### config.mk
export PLATFORM = sky130hd
export DESIGN_NAME = spi_master
export DESIGN_NICKNAME = d
export VERILOG_FILES = /design/src/rtl/spi_master.sv
export SDC_FILE = /design/constraint.sdc
export NUM_CORES = 1
export LEC_CHECK = 0
export BUFFER_PORTS_ARGS = -buffer_cell sky130_fd_sc_hd__buf_4
export CELL_PAD_IN_SITES_DETAIL_PLACEMENT = 1
export CELL_PAD_IN_SITES_GLOBAL_PLACEMENT = 2
export CORE_MARGIN = 5
export CORE_UTILIZATION = 35
export CTS_CLUSTER_DIAMETER = 80
export DETAILED_ROUTE_END_ITERATION = 10
export PLACE_DENSITY_LB_ADDON = 0.1
export SLEW_MARGIN = 20
export SYNTH_ARGS = -nofsm -noshare
export SYNTH_HDL_FRONTEND = slang
export SYNTH_SLANG_ARGS = --single-unit
### constraint.sdc
create_clock -name clk -period 3.1 [get_ports clk]
set_input_delay 0.62 -clock clk [delete_from_list [all_inputs] [get_ports clk]]
set_output_delay 0.62 -clock clk [all_outputs]
set_load 0.1 [all_outputs]
### src/rtl/spi_master.sv
// SPI master, CPOL=0 / CPHA=0, one byte per transfer, MSB first.
// The SCK half-period is HALF_PERIOD system clocks; the select is released one half-period after the last SCK fall.
module spi_master #(
  parameter int HALF_PERIOD = 4
) (
  input  logic       clk,
  input  logic       rst,
  input  logic       start,
  input  logic [7:0] din,
  input  logic       miso,
  output logic       mosi,
  output logic       sck,
  output logic       ss,
  output logic       busy,
  output logic       done,
  output logic [7:0] dout,
  output logic [1:0] dbg_state
);

  localparam int DIV_W = (HALF_PERIOD > 1) ? $clog2(HALF_PERIOD) : 1;
  localparam logic [DIV_W-1:0] DIV_LAST = DIV_W'(HALF_PERIOD - 1);

  typedef enum logic [1:0] {
    IDLE   = 2'd0,
    ACTIVE = 2'd1,
    HOLD   = 2'd2
  } state_t;

  state_t           r_state;
  logic [DIV_W-1:0] r_div;
  logic [2:0]       r_bit;
  logic [7:0]       r_shift;
  logic             r_sample;
  logic             r_miso;
  logic             w_div_wrap;

  assign w_div_wrap = (r_div == DIV_LAST);
  assign dbg_state  = r_state;

  always_ff @(posedge clk) begin
    if (rst) begin
      r_state  <= IDLE;
      r_div    <= '0;
      r_bit    <= 3'd0;
      r_shift  <= 8'h00;
      r_sample <= 1'b0;
      r_miso   <= 1'b0;
      mosi     <= 1'b0;
      sck      <= 1'b0;
      ss       <= 1'b1;
      busy     <= 1'b0;
      done     <= 1'b0;
      dout     <= 8'h00;
    end else begin
      // miso is asynchronous; this single register is its only synchroniser
      r_miso <= miso;
      done   <= 1'b0;
      case (r_state)
        IDLE: begin
          if (start) begin
            r_state <= ACTIVE;
            r_shift <= din;
            mosi    <= din[7];
            ss      <= 1'b0;
            busy    <= 1'b1;
            r_bit   <= 3'd0;
            r_div   <= '0;
          end
        end
        ACTIVE: begin
          if (w_div_wrap) begin
            r_div <= '0;
            sck   <= ~sck;
            if (!sck) begin
              r_sample <= r_miso;
            end else begin
              // falling edge: shift in the sampled bit and present the next MSB
              r_shift <= {r_shift[6:0], r_sample};
              mosi    <= r_shift[6];
              r_bit   <= r_bit + 3'd1;
              if (r_bit == 3'd7) begin
                r_state <= HOLD;
              end
            end
          end else begin
            r_div <= r_div + 1'b1;
          end
        end
        HOLD: begin
          if (w_div_wrap) begin
            r_div   <= '0;
            r_state <= IDLE;
            ss      <= 1'b1;
            busy    <= 1'b0;
            done    <= 1'b1;
            dout    <= r_shift;
          end else begin
            r_div <= r_div + 1'b1;
          end
        end
        default: r_state <= IDLE;
      endcase
    end
  end

endmodule

=== After elaboration in Yosys (flattened, before gate mapping) ===
Index checks and enable logic that the tools add are counted.

* Bits in registers: 30
* Bits of input ports: 12
* Output and inout port bits: 15
* Word-level logic and storage cells: 66

* Add/subtract/negate cells: 2
* Equal/unequal tests: 9
* Mux-type cells: 28
* Bitwise logic cells: 2
* Reductions and logical operators: 13

{| class="wikitable"
|+ Operators by type and width
! operator !! count
|-
| $mux 8 || 3
|-
| $pmux 8 s2 || 1
|-
| $mux 2 || 7
|-
| $ne 2x2->1 const B || 5
|-
| $mux 3 || 3
|-
| $mux 1 || 8
|-
| $pmux 1 s2 || 3
|-
| $pmux 2 s3 || 1
|-
| $pmux 3 s2 || 1
|-
| $reduce_and 2->1 || 3
|-
| $reduce_and 3->1 || 2
|-
| $reduce_bool 2->1 || 3
|-
| $reduce_and 5->1 || 1
|-
| $eq 2x2->1 const B || 2
|-
| $pmux 2 s2 || 1
|-
| $reduce_and 4->1 || 1
|-
| $reduce_or 2->1 || 2
|-
| $add 3x1->3 const B || 1
|-
| $eq 3x3->1 const B || 1
|-
| $add 2x1->2 const B || 1
|-
| $eq 2x1->1 const B || 1
|-
| $logic_not 2->1 || 1
|-
| $not 1->1 || 2
|}

=== Depth between registers and ports, before layout ===
* Depth after elaboration: 5
* Mapped depth: 7

=== Worst setup path before layout ===
OpenSTA, ideal clock, no wires.

* Path type: register -> register
* Start point: register r_state[1] (netlist: dbg_state[1])
* End point: register r_state[1] (netlist: dbg_state[1])
* Arrival time: 2262 ps
* Data required time: 2983 ps
* Setup slack: 720 ps
* Cell stages (with the launch flop): 7
* Path buffers: 1
* Path through: dfxtp_1 -> inv_1 -> ha_1 -> buf_6 -> nor2b_4 -> or4_1 -> o211a_1

* Longest elaborated chain between the ends: 3
* Elaborated cells on any way between the ends: 10
* Classes of those cells: eq/ne: 7; mux: 1; reduce/logical: 2

{| class="wikitable"
|+ RTL lines
! element !! RTL line !! text
|-
| start: declaration || 29 || <nowiki>state_t r_state;</nowiki>
|-
| start signal: assignment || 42 || <nowiki>r_state <= IDLE;</nowiki>
|-
| start signal: assignment || 61 || <nowiki>r_state <= ACTIVE;</nowiki>
|-
| start signal: assignment || 82 || <nowiki>r_state <= HOLD;</nowiki>
|-
| $eq 2x1->1, or another cell as far along || 58 || <nowiki>case (r_state)</nowiki>
|-
| $ne 2x2->1 (no source line) || n/a ||
|-
| $reduce_and 5->1 (no source line) || n/a ||
|}

Several ways; a longest one is shown, not always the timed one.
A chain may end at the register's enable or synchronous reset.

=== Worst setup path in the final report ===
* Start point: register r_state[1] (netlist: dbg_state[1])
* End point: register r_shift[4]

* Longest elaborated chain between the ends: 3
* Elaborated cells on any way between the ends: 8
* Classes of those cells: eq/ne: 4; mux: 1; reduce/logical: 3

{| class="wikitable"
|+ RTL lines
! element !! RTL line !! text
|-
| $eq 2x1->1 or $logic_not 2->1 (tied branches) || 58 ||
|-
| $ne 2x2->1 (no source line) or $reduce_bool 2->1 (tied branches) || n/a ||
|-
| $reduce_and 4->1 (no source line) || n/a ||
|-
| end signal: assignment || 62 || <nowiki>r_shift <= din;</nowiki>
|-
| end signal: assignment || 78 || <nowiki>r_shift <= {r_shift[6:0], r_sample};</nowiki>
|-
| end: declaration || 32 || <nowiki>logic [7:0] r_shift;</nowiki>
|}

Several ways; a longest one is shown, not always the timed one.

==> flow_summary_export.csv <==
group,metric,value,unit
hold_path,hp-class,"reg2reg",
die,num_rows,23,
clock_network,htree_levels,2,
setup_path,r2r_end,"r_shift[4]$_SDFFE_PP0P_",
clock_network,cts.sink_count,29,
logic_synthesis,ys_seq_elements,29,
logic_synthesis,synth_top_area_frac,0.412,
sta,period_share,0.725,
sta,finalCriticalPeriod,2.25,ns
clock_network,insertion_delay,0.28,ns
place,dpl.hpwl,2.52,mm
setup_path,endpoint_kind,"flop",
sta,whs,0.454,ns
logic_synthesis,yosysTopAreaCell,"dfxtp_1",
setup_path,startpoint,"dbg_state[1]$_SDFFE_PP0P_",
logic_synthesis,yosysMostFrequentCell,"dfxtp_1",
clock_network,cts_tree,"built",
layout,stdcell_area,1690,sq um
clock_network,cts_buffers,5,
sta,fmax,0.445,GHz
die,ios,27,
power_and_ir_drop,finalPower,1.66,mW
setup_path,cpPeakStageDelay,0.85,ns
clock_network,root_buffer,"clkbuf_8",
setup_path,critical_path_class,"reg2reg",
setup_path,critPathLaunchType,"flop",
sta,rsz0062_at_grt,"no",
logic_synthesis,syn_inst,159,
logic_synthesis,yosysSeqAreaShare,0.412,
setup_path,r2r_setup_slack,0.85,ns
die,die_y,73.4,um
setup_path,r2r_start,"dbg_state[1]$_SDFFE_PP0P_",
power_and_ir_drop,leakagePower,0.676,nW
detailed_routing,first_pass_iters,4,
place,placedCellCount,223,
detailed_routing,routed_via_density,5.38,
sta,maxSlewViolCount,0,
die,chipWidth,73.4,um
logic_synthesis,ys_top_cells_by_area,"dfxtp_1 41%, nand2_1 6.4%, ha_1 6.2%",
clock_network,clkTransAtPathRegs,0.06,ns
sta,final-setup-viol-count,0,
job,cap_violations,0,
sta,maxSlewHeadroom,0.332,
detailed_routing,ant_nets,0,
global_routing,grt_overflow,0,
die,initial_core_util,0.357,
place,dp_slack,0.864,ns
setup_path,cp_cell_sequence,"inv_1 > ha_1 > mux2i_1 > nor4_1 > nor3_1",
layout,regArea,581,sq um
logic_synthesis,syn_nets,178,
detailed_routing,drt-initial-drc-count,37,
logic_synthesis,ys_top_cells_by_count,"29 x dfxtp_1, 24 x nand2_1, 15 x a21oi_1",
setup_path,worstPathRequired,3.30,ns
global_routing,grt_usage,0.152,
layout,num-fill-cells,470,
die,coreArea,3940,sq um
layout,multiInputGateArea,754,sq um
logic_synthesis,ys_types,33,
place,dpl_cell_area,1600,sq um
global_routing,grt_first_pass_wirelength,6.29,mm
setup_path,critPathArrivalTime,2.45,ns
clock_network,hold_buffers,0,
setup_path,crit_path_end,"r_shift[4]$_SDFFE_PP0P_",
logic_synthesis,synth-edff-count,0,
detailed_routing,drc,0,
layout,utilization,0.429,
setup_path,rr_worst_depth,5,
layout,fin_cells,230,
setup_path,cp.buffers_inverters,1,
clock_network,postCtsResizedCells,0,
sta,finalHoldViolations,0,
global_routing,grt_max_degree,28,
sta,finClkSkew,0.00449,ns
setup_path,cp.depth,5,
clock_network,cts_buffer_depth,2,
place,place_congestion,0.746,
layout,layout-drive-gt1-share,0.222,
detailed_routing,wl_per_cell,15.7,um
power_and_ir_drop,ir_worst_vdd,0.394,mV
global_routing,antenna_found_initial,0,
detailed_routing,via_count,1238,
setup_path,cpMaxStageDelayCell,"mux2i_1",
logic_synthesis,synthArstFlopShare,0,
logic_synthesis,synth_warnings,0,
power_and_ir_drop,p_per_area,985,nW/um^2
layout,nets,199,
logic_synthesis,ys.flop_type,"dfxtp_1",
setup_path,path_max_fanout,14,
logic_synthesis,syn_area,1410,sq um
setup_path,worst_path_dominant_cell_family,"multiplexers",
sta,setup_tns,0,ns
clock_network,cts_setup_buffers,0,
global_routing,first_global_vias,1334,
logic_synthesis,post_synth.cell_area_avg,8.86,sq um
detailed_routing,routed_wl,3.62,mm
outcome,outcome,"completed",
layout,num_antenna_cells,0,
sta,setup_ws,0.851,ns
sta,worst_pin_slew,1.00,ns
die,die-area,5390,sq um
place,port_buffers,26,
layout,syn2layout_area_growth,20.0,%
-- where the power goes --
group | leakage [nW] | switching, mW | total (mW) | internal (mW)
clock network | 0.0443 | 0.138 | 0.313 | 0.176
registers | 0.237 | 0.0697 | 0.527 | 0.458
logic | 0.395 | 0.553 | 0.824 | 0.271
-- kinds of logic after synthesis --
group / count (synthesis) / synth area share
simple gates: 61 / 0.221
xor+xnor: 1 / 0.00622
mux: 13 / 0.100
flops: 29 / 0.412
buf+inv: 15 / 0.0524
compound gates: 33 / 0.146
fa+ha+maj: 7 / 0.0622
-- worst min-delay path: stages (launching register included) --
cell,delay [ns]
dfxtp_1,0.30
nand2_1,0.05
a21oi_1,0.05
-- cell type report --
type | count | share of cell area
tap | 50 | 0.0370
clock buffer | 7 | 0.0511
inverter | 3 | 0.00666
sequential | 29 | 0.343
timing repair buffer | 26 | 0.115
multi-input combinational | 115 | 0.446
-- sequential cells by signal (all words and copies together) (netlist names) --
register / count
dout: 8
r_shift: 7
r_bit: 3
dbg_state: 2
r_div: 2
busy: 1
done: 1
mosi: 1
r_miso: 1
r_sample: 1
sck: 1
ss: 1
-- worst min-delay path by stage --
stage                           endpoint  slack [ns]  depth (start not counted)                    start
detailed placement  dout[0]$_SDFFE_PP0P_        0.45                          2     dout[0]$_SDFFE_PP0P_
floorplan           dout[1]$_SDFFE_PP0P_        0.44                          2  r_shift[1]$_SDFFE_PP0P_
global route        dout[5]$_SDFFE_PP0P_        0.48                          2     dout[5]$_SDFFE_PP0P_
finish              dout[0]$_SDFFE_PP0P_        0.45                          2     dout[0]$_SDFFE_PP0P_
CTS                 dout[0]$_SDFFE_PP0P_        0.46                          2     dout[0]$_SDFFE_PP0P_
global placement    dout[7]$_SDFFE_PP0P_        0.45                          2     dout[7]$_SDFFE_PP0P_
-- cells in the final DEF, fill, tap and decap left out, types with 4 or more instances in the layout --
cell      instances
nor2_1            4
nor4_1            8
nor3_1            8
mux2_2            6
nor2b_1           5
a21oi_1          15
clkbuf_8          6
buf_4            26
dfxtp_1          29
a31oi_1           8
ha_1              7
mux2i_1           4
nand2_1          24
-- metal layers --
layer | vias up | global-route usage | share of wire
li1 | 609 | - | -
met1 | 597 | 0.183 | 0.44
met2 | 25 | 0.246 | 0.49
met3 | 7 | 0.0534 | 0.054
met4 | 0 | 0.0563 | 0.017
met5 | - | 0 | 0
Power figures use the tool's default switching activity.
